## src/rtl/cpu_pkg.sv

```systemverilog
// Shared RV32I encodings, ALU operation set and decode control bundle
// used by the single-cycle core.
package cpu_pkg;

  localparam logic [6:0] OP_LUI    = 7'b0110111;
  localparam logic [6:0] OP_AUIPC  = 7'b0010111;
  localparam logic [6:0] OP_JAL    = 7'b1101111;
  localparam logic [6:0] OP_JALR   = 7'b1100111;
  localparam logic [6:0] OP_BRANCH = 7'b1100011;
  localparam logic [6:0] OP_LOAD   = 7'b0000011;
  localparam logic [6:0] OP_STORE  = 7'b0100011;
  localparam logic [6:0] OP_IMM    = 7'b0010011;
  localparam logic [6:0] OP_REG    = 7'b0110011;

  localparam logic [2:0] F3_BEQ  = 3'b000;
  localparam logic [2:0] F3_BNE  = 3'b001;
  localparam logic [2:0] F3_BLT  = 3'b100;
  localparam logic [2:0] F3_BGE  = 3'b101;
  localparam logic [2:0] F3_BLTU = 3'b110;
  localparam logic [2:0] F3_BGEU = 3'b111;

  localparam logic [2:0] F3_ADD  = 3'b000;
  localparam logic [2:0] F3_SLL  = 3'b001;
  localparam logic [2:0] F3_SLT  = 3'b010;
  localparam logic [2:0] F3_SLTU = 3'b011;
  localparam logic [2:0] F3_XOR  = 3'b100;
  localparam logic [2:0] F3_SR   = 3'b101;
  localparam logic [2:0] F3_OR   = 3'b110;
  localparam logic [2:0] F3_AND  = 3'b111;

  localparam logic [6:0] F7_BASE = 7'b0000000;
  localparam logic [6:0] F7_ALT  = 7'b0100000;

  typedef enum logic [3:0] {
    ALU_ADD, ALU_SUB, ALU_SLL, ALU_SLT, ALU_SLTU,
    ALU_XOR, ALU_SRL, ALU_SRA, ALU_OR, ALU_AND, ALU_PASS_B
  } alu_op_e;

  typedef enum logic [1:0] {WB_ALU, WB_MEM, WB_PC4} wb_sel_e;

  typedef struct packed {
    alu_op_e alu_op;
    logic    a_pc;
    logic    b_imm;
    logic    reg_wr;
    wb_sel_e wb_sel;
    logic    mem_wr;
    logic    branch;
    logic    jal;
    logic    jalr;
  } ctrl_t;

  // Default decode: behaves as a NOP (PC+4, no writes).
  localparam ctrl_t CTRL_NOP = '{alu_op: ALU_ADD, a_pc: 1'b0, b_imm: 1'b0,
                                 reg_wr: 1'b0, wb_sel: WB_ALU, mem_wr: 1'b0,
                                 branch: 1'b0, jal: 1'b0, jalr: 1'b0};

  function automatic alu_op_e alu_decode(input logic [2:0] f3, input logic alt);
    case (f3)
      F3_ADD:  return alt ? ALU_SUB : ALU_ADD;
      F3_SLL:  return ALU_SLL;
      F3_SLT:  return ALU_SLT;
      F3_SLTU: return ALU_SLTU;
      F3_XOR:  return ALU_XOR;
      F3_SR:   return alt ? ALU_SRA : ALU_SRL;
      F3_OR:   return ALU_OR;
      default: return ALU_AND;
    endcase
  endfunction

endpackage

```

## src/rtl/cpu_reg_file.sv

```systemverilog
// 32x32 register file: two combinational read ports, one synchronous
// write port, x0 hard-wired to zero.
module reg_file (
  input  logic        clk,
  input  logic        reset_n,
  input  logic        we,
  input  logic [4:0]  rs1_addr,
  input  logic [4:0]  rs2_addr,
  input  logic [4:0]  rd_addr,
  input  logic [31:0] rd_data,
  output logic [31:0] rs1_data,
  output logic [31:0] rs2_data
);

  logic [31:0] registers [32];

  always_ff @(posedge clk) begin
    if (reset_n) begin
      for (int i = 0; i < 32; i++) registers[i] <= '0;
    end else if (we && rd_addr != 5'd0) begin
      registers[rd_addr] <= rd_data;
    end
  end

  assign rs1_data = (rs1_addr == 5'd0) ? '0 : registers[rs1_addr];
  assign rs2_data = (rs2_addr == 5'd0) ? '0 : registers[rs2_addr];

endmodule

```

## src/rtl/cpu.sv

```systemverilog
// Single-cycle RV32I core: fetch, decode, execute and retire one
// instruction per clock. Word-only data memory; reset is active-high.
module cpu
  import cpu_pkg::*;
#(
  parameter logic [31:0] RESET_PC = 32'h0000_0000
) (
  input  logic        clk,
  input  logic        reset_n,
  input  logic [31:0] instruction,
  input  logic [31:0] mem_rd_data,
  output logic        mem_wr_sig,
  output logic [31:0] mem_wr_data,
  output logic [31:0] mem_addr,
  output logic [31:0] rom_addr
);

  logic [31:0] pc, pc_plus4, pc_target, next_pc;
  logic [31:0] imm_i, imm_s, imm_b, imm_u, imm_j, alu_imm;
  logic [31:0] rs1_val, rs2_val, alu_a, alu_b, alu_y, agu_sum, wb_data;
  logic [6:0]  opcode, funct7;
  logic [2:0]  funct3;
  logic [4:0]  rd, rs1, rs2;
  logic        imm_ok, reg_ok, taken;
  ctrl_t       ctrl;

  assign opcode = instruction[6:0];
  assign rd     = instruction[11:7];
  assign funct3 = instruction[14:12];
  assign rs1    = instruction[19:15];
  assign rs2    = instruction[24:20];
  assign funct7 = instruction[31:25];

  assign imm_i = {{20{instruction[31]}}, instruction[31:20]};
  assign imm_s = {{20{instruction[31]}}, instruction[31:25], instruction[11:7]};
  assign imm_b = {{19{instruction[31]}}, instruction[31], instruction[7],
                  instruction[30:25], instruction[11:8], 1'b0};
  assign imm_u = {instruction[31:12], 12'b0};
  assign imm_j = {{11{instruction[31]}}, instruction[31], instruction[19:12],
                  instruction[20], instruction[30:21], 1'b0};

  // Reject encodings outside RV32I (e.g. M-extension funct7) so they retire as NOP.
  assign imm_ok = !(funct3 == F3_SLL && funct7 != F7_BASE) &&
                  !(funct3 == F3_SR && funct7 != F7_BASE && funct7 != F7_ALT);
  assign reg_ok = (funct7 == F7_BASE) ||
                  (funct7 == F7_ALT && (funct3 == F3_ADD || funct3 == F3_SR));

  always_comb begin
    ctrl    = CTRL_NOP;
    alu_imm = imm_i;
    case (opcode)
      OP_LUI: begin
        ctrl.alu_op = ALU_PASS_B;
        ctrl.b_imm  = 1'b1;
        ctrl.reg_wr = 1'b1;
        alu_imm     = imm_u;
      end
      OP_AUIPC: begin
        ctrl.a_pc   = 1'b1;
        ctrl.b_imm  = 1'b1;
        ctrl.reg_wr = 1'b1;
        alu_imm     = imm_u;
      end
      OP_JAL: begin
        ctrl.jal    = 1'b1;
        ctrl.reg_wr = 1'b1;
        ctrl.wb_sel = WB_PC4;
      end
      OP_JALR: begin
        ctrl.jalr   = 1'b1;
        ctrl.reg_wr = 1'b1;
        ctrl.wb_sel = WB_PC4;
      end
      OP_BRANCH: ctrl.branch = 1'b1;
      OP_LOAD: begin
        ctrl.reg_wr = 1'b1;
        ctrl.wb_sel = WB_MEM;
      end
      OP_STORE: ctrl.mem_wr = 1'b1;
      OP_IMM: begin
        if (imm_ok) begin
          ctrl.alu_op = alu_decode(funct3, funct3 == F3_SR && funct7[5]);
          ctrl.b_imm  = 1'b1;
          ctrl.reg_wr = 1'b1;
        end
      end
      OP_REG: begin
        if (reg_ok) begin
          ctrl.alu_op = alu_decode(funct3, funct7[5]);
          ctrl.reg_wr = 1'b1;
        end
      end
      default: ;
    endcase
  end

  assign alu_a = ctrl.a_pc  ? pc      : rs1_val;
  assign alu_b = ctrl.b_imm ? alu_imm : rs2_val;

  always_comb begin
    alu_y = '0;
    case (ctrl.alu_op)
      ALU_ADD:    alu_y = alu_a + alu_b;
      ALU_SUB:    alu_y = alu_a - alu_b;
      ALU_SLL:    alu_y = alu_a << alu_b[4:0];
      ALU_SLT:    alu_y = {31'b0, $signed(alu_a) < $signed(alu_b)};
      ALU_SLTU:   alu_y = {31'b0, alu_a < alu_b};
      ALU_XOR:    alu_y = alu_a ^ alu_b;
      ALU_SRL:    alu_y = alu_a >> alu_b[4:0];
      ALU_SRA:    alu_y = $signed(alu_a) >>> alu_b[4:0];
      ALU_OR:     alu_y = alu_a | alu_b;
      ALU_AND:    alu_y = alu_a & alu_b;
      ALU_PASS_B: alu_y = alu_b;
      default:    alu_y = '0;
    endcase
  end

  always_comb begin
    taken = 1'b0;
    case (funct3)
      F3_BEQ:  taken = (rs1_val == rs2_val);
      F3_BNE:  taken = (rs1_val != rs2_val);
      F3_BLT:  taken = ($signed(rs1_val) <  $signed(rs2_val));
      F3_BGE:  taken = ($signed(rs1_val) >= $signed(rs2_val));
      F3_BLTU: taken = (rs1_val <  rs2_val);
      F3_BGEU: taken = (rs1_val >= rs2_val);
      default: taken = 1'b0;
    endcase
  end

  // One adder serves both the load/store address and the JALR target.
  assign agu_sum   = rs1_val + ((opcode == OP_STORE) ? imm_s : imm_i);
  assign pc_plus4  = pc + 32'd4;
  assign pc_target = pc + (ctrl.jal ? imm_j : imm_b);

  always_comb begin
    next_pc = pc_plus4;
    if (ctrl.jalr)
      next_pc = {agu_sum[31:1], 1'b0};
    else if (ctrl.jal || (ctrl.branch && taken))
      next_pc = pc_target;
  end

  always_comb begin
    case (ctrl.wb_sel)
      WB_MEM:  wb_data = mem_rd_data;
      WB_PC4:  wb_data = pc_plus4;
      default: wb_data = alu_y;
    endcase
  end

  always_ff @(posedge clk) begin
    if (reset_n) pc <= RESET_PC;
    else         pc <= next_pc;
  end

  reg_file reg_file_inst (
    .clk      (clk),
    .reset_n  (reset_n),
    .we       (ctrl.reg_wr & ~reset_n),
    .rs1_addr (rs1),
    .rs2_addr (rs2),
    .rd_addr  (rd),
    .rd_data  (wb_data),
    .rs1_data (rs1_val),
    .rs2_data (rs2_val)
  );

  assign rom_addr    = pc;
  assign mem_addr    = agu_sum;
  assign mem_wr_data = rs2_val;
  assign mem_wr_sig  = ctrl.mem_wr & ~reset_n;

endmodule

```

## config.mk

```make
export PLATFORM = sky130hd
export DESIGN_NAME = cpu
export DESIGN_NICKNAME = d
export VERILOG_FILES = /design/src/rtl/cpu_pkg.sv /design/src/rtl/cpu_reg_file.sv /design/src/rtl/cpu.sv
export SDC_FILE = /design/constraint.sdc
export NUM_CORES = 2
export LEC_CHECK = 0
export ABC_CLOCK_PERIOD_IN_PS = 8700
export CAP_MARGIN = 5
export CORE_UTILIZATION = 25
export DETAILED_ROUTE_END_ITERATION = 8
export PLACE_DENSITY_LB_ADDON = 0.1
export REMOVE_ABC_BUFFERS = 1
export SYNTH_ARGS = -nofsm -noshare
export SYNTH_HDL_FRONTEND = slang
export SYNTH_SLANG_ARGS = --single-unit
```

## constraint.sdc

```tcl
create_clock -name clk -period 8.7 [get_ports clk]
set_input_delay 0.87 -clock clk [delete_from_list [all_inputs] [get_ports clk]]
set_output_delay 0.87 -clock clk [all_outputs]
set_load 0.02 [all_outputs]
```

==> summary.txt <==
Run status
  – Status: finished clean

Synth
  – Register bit total from synthesis: 1055
  – Syn Area/Cell: 11.1 um2
  – Main synth FF type: edfxtp_1
  – Post-synth EDFFs: 1024
  – Synth cell types: 115
  – Mapped Area: 71800 um2
  – Seq/Total Area, Yosys: 43.7%
  – Warnings, synthesis: 0
  – Gate Count Post-Synth: 6448
  – Synth async-reset ratio: 0%

Worst setup path
  – Nature of the critical path endpoint: output pin
  – R2R Path End: reg_file_inst.registers[3][29]
  – CP startpoint kind: primary input
  – CP Launch Point: instruction[18]
  – Reg2Reg Setup Slack: 2.05 ns
  – CP Max Fanout: 21
  – Crit path DAT: 7.70 ns
  – Worst reg2reg path startpoint: reg_file_inst.registers[12][9]
  – Crit path kind: in -> out
  – CP required: 7.83 ns
  – Reg2Reg Depth: 19
  – Setup crit end: mem_addr[30]

STA
  – Final hold viol count: 0
  – Max_slew headroom: 17.1%
  – Fmax: 117 MHz
  – Final min period: 8.57 ns
  – Final period util: 98.5%
  – Worst Tran Pin Value: 1.23 ns
  – Slew Limit Fails: 0
  – Clk_skew: 0.0535 ns
  – RSZ-0062 raised after global routing: false
  – Final setup viols: 0
  – Final worst slack: 0.133 ns

Routing
  – Total number of vias: 62046
  – Wire per inst: 40.1 um
  – Final ANT Viol Nets: 0
  – Drt first pass iters: 7
  – Routed WL: 422 mm
  – First DRT Iteration DRCs: 7816
  – Vias per std cell: 5.90
  – DRC errors left: 0

Floorplan
  – Die height: 538 um
  – Core area: 285000 um2
  – Die footprint: 290000 um2
  – Die Wd: 538 um
  – Num rows: 196
  – I/O pin count: 163
  – Starting density of the core: 25.2%

Cells and area
  – Nets@finish: 6935
  – Commonest non-fill, non-tap cell in the layout: edfxtp_1
  – Register area: 31400 um2
  – Number of filler cells placed in the layout: 29514
  – Layout Utilization: 29.6%
  – Fraction of layout cells with a size suffix above 1: 22.5%
  – Area Growth Syn to Fin: 17.5%
  – Multi-input logic area: 37600 um2
  – Final cell count without fillers: 10525
  – Most frequent cells in the layout: edfxtp_1 (1024), nor2_1 (929), mux4_2 (489)

Clock tree
  – CTS tree: built
  – CTS Buf Count: 133
  – Worst-path clk slew: 0.05 ns
  – Worst-Skew Late Latency: 0.82 ns
  – Hold-fix buffers at CTS: 0
  – Clock tree sinks: 1055
  – Clk buf depth: 3
  – Post-CTS Resized: 0
  – Clk root buf: clkbuf_16
  – H-tree depth: 4
  – Setup Buffers After CTS: 0

Place
  – Placer congestion estimate: 0.987
  – Worst slack, placed: -0.103 ns
  – Hpwl dp: 301 mm
  – # port buffers: 161
  – Cell count after placement: 10293

Power and ir drop
  – Int Pwr: 10.5 mW
  – Net Sw Power: 6.62 mW
  – Peak VDD IR: 0.000146 V
  – Switching Fraction: 38.7%
  – Share of total power in the clock network: 31.4%
  – PD cells: 203 nW/um2
  – Leakage dissipation: 29.9 nW
  – Sequential fraction of design power: 34.2%
  – Logic pwr share: 34.4%

Global route
  – Global route total overflow: 0
  – Number of global-route vias before repair: 60283
  – First-pass GRT wire length: 562 mm
  – Tot GR Track Use: 28.7%
  – Largest net degree at the start of global routing: 59
  – Initial antenna violation count: 21

Min path
  – Hold crit path type: reg -> reg

Run
  – Max-cap viol count: 0
layer usage:
metal | routed length [um] | vias to the layer above | GRT usage (%)
li1 | - | 25259 | -
met1 | 185000 | 33006 | 40.0
met2 | 190000 | 3224 | 45.1
met3 | 30800 | 551 | 4.24
met4 | 16200 | 6 | 9.88
met5 | 43 | - | 0
cell families after synthesis:
group | Yosys count | synth area share, %
other | 1 | 0.00522
AOI/OAI and AO/OA | 1361 | 13.6
muxes | 693 | 18.2
adders and majority gates | 202 | 3.56
and+or+nand+nor | 2252 | 14.6
DFF | 1055 | 43.7
xor gates and xnor gates | 104 | 1.27
buffers and inverters | 780 | 5.05
stage by stage:
step / hold slack [ns] / power, mW / area, um2 / setup TNS, ns
2_1_floorplan: 0.612 / 8.56 / 69000 / -292.10
6_report: 0.846 / 17.1 / 84400 / 0
5_1_grt: 0.846 / 17.6 / 84400 / 0
3_5_place_dp: 0.828 / 11.7 / 80300 / -2.32
4_1_cts: 0.802 / 17.1 / 84400 / 0
3_3_place_gp: 0.848 / 11.7 / 80300 / -1.60
sequential cells by signal (all words and copies together), names as in the netlist:
name,flops
reg_file_inst.registers,1024
rom_addr,31
worst min path at each step:
stage / slack (ns) / start / endpoint / cells past startpoint
final: 0.85 / rom_addr[1] / rom_addr[1] / 3
after global placement: 0.85 / rom_addr[1] / rom_addr[1] / 3
after global routing: 0.85 / reset_n / reg_file_inst.registers[0][15] / 2
after detailed placement: 0.83 / rom_addr[1] / rom_addr[1] / 3
after floorplan: 0.61 / rom_addr[1] / rom_addr[1] / 2
after CTS: 0.80 / reset_n / rom_addr[16] / 3
synthesized netlist by cell type, types with 180 or more instances:
cell type,instances,area [um2]
nor2_1,938,3520
nor3_1,222,1110
mux2i_1,193,1930
a21oi_1,219,1100
clkbuf_1,335,1260
a211oi_1,182,1370
o21ai_0,180,901
edfxtp_1,1024,30700
mux4_2,489,11000
nand2_1,419,1570
ha_1,198,2480
nand3_1,185,926
worst max-delay path, stage by stage:
cell and delay [ns]:
clkdlybuf4s50_1 0.81, buf_4 0.31, buf_4 0.35, nor2b_4 0.27
buf_6 0.38, buf_4 0.30, a22o_1 0.25, a211o_1 0.32
nand2_1 0.09, nor2_1 0.34, ha_1 0.37, nand3_1 0.16
o21ai_0 0.18, or3_1 0.37, o211ai_1 0.39, nand3_1 0.27
a41o_1 0.34, a21o_1 0.19, a21o_1 0.18, xnor2_1 0.22
clkdlybuf4s50_1 0.65
power groups by stage:
| stage | Combinational (mW) | Clock [mW] | Sequential (mW) |
|---|---|---|---|
| global placement | 5.79 | 0 | 5.95 |
| CTS | 5.77 | 5.46 | 5.85 |
| finish | 5.87 | 5.37 | 5.86 |
| global route | 6.06 | 5.63 | 5.87 |
| floorplan | 2.65 | 0 | 5.91 |
| detailed placement | 5.75 | 0 | 5.96 |
layout make-up:
class	count	share of cell area [%]
Tap cell	3762	5.58
Sequential cell	1055	37.2
Inverter	176	0.789
Multi-Input combinational cell	4645	44.6
Timing Repair Buffer	656	7.08
Clock inverter	61	0.583
Antenna cell	3	0.00889
Clock buffer	167	4.21
Power figures use the tool's default switching activity.
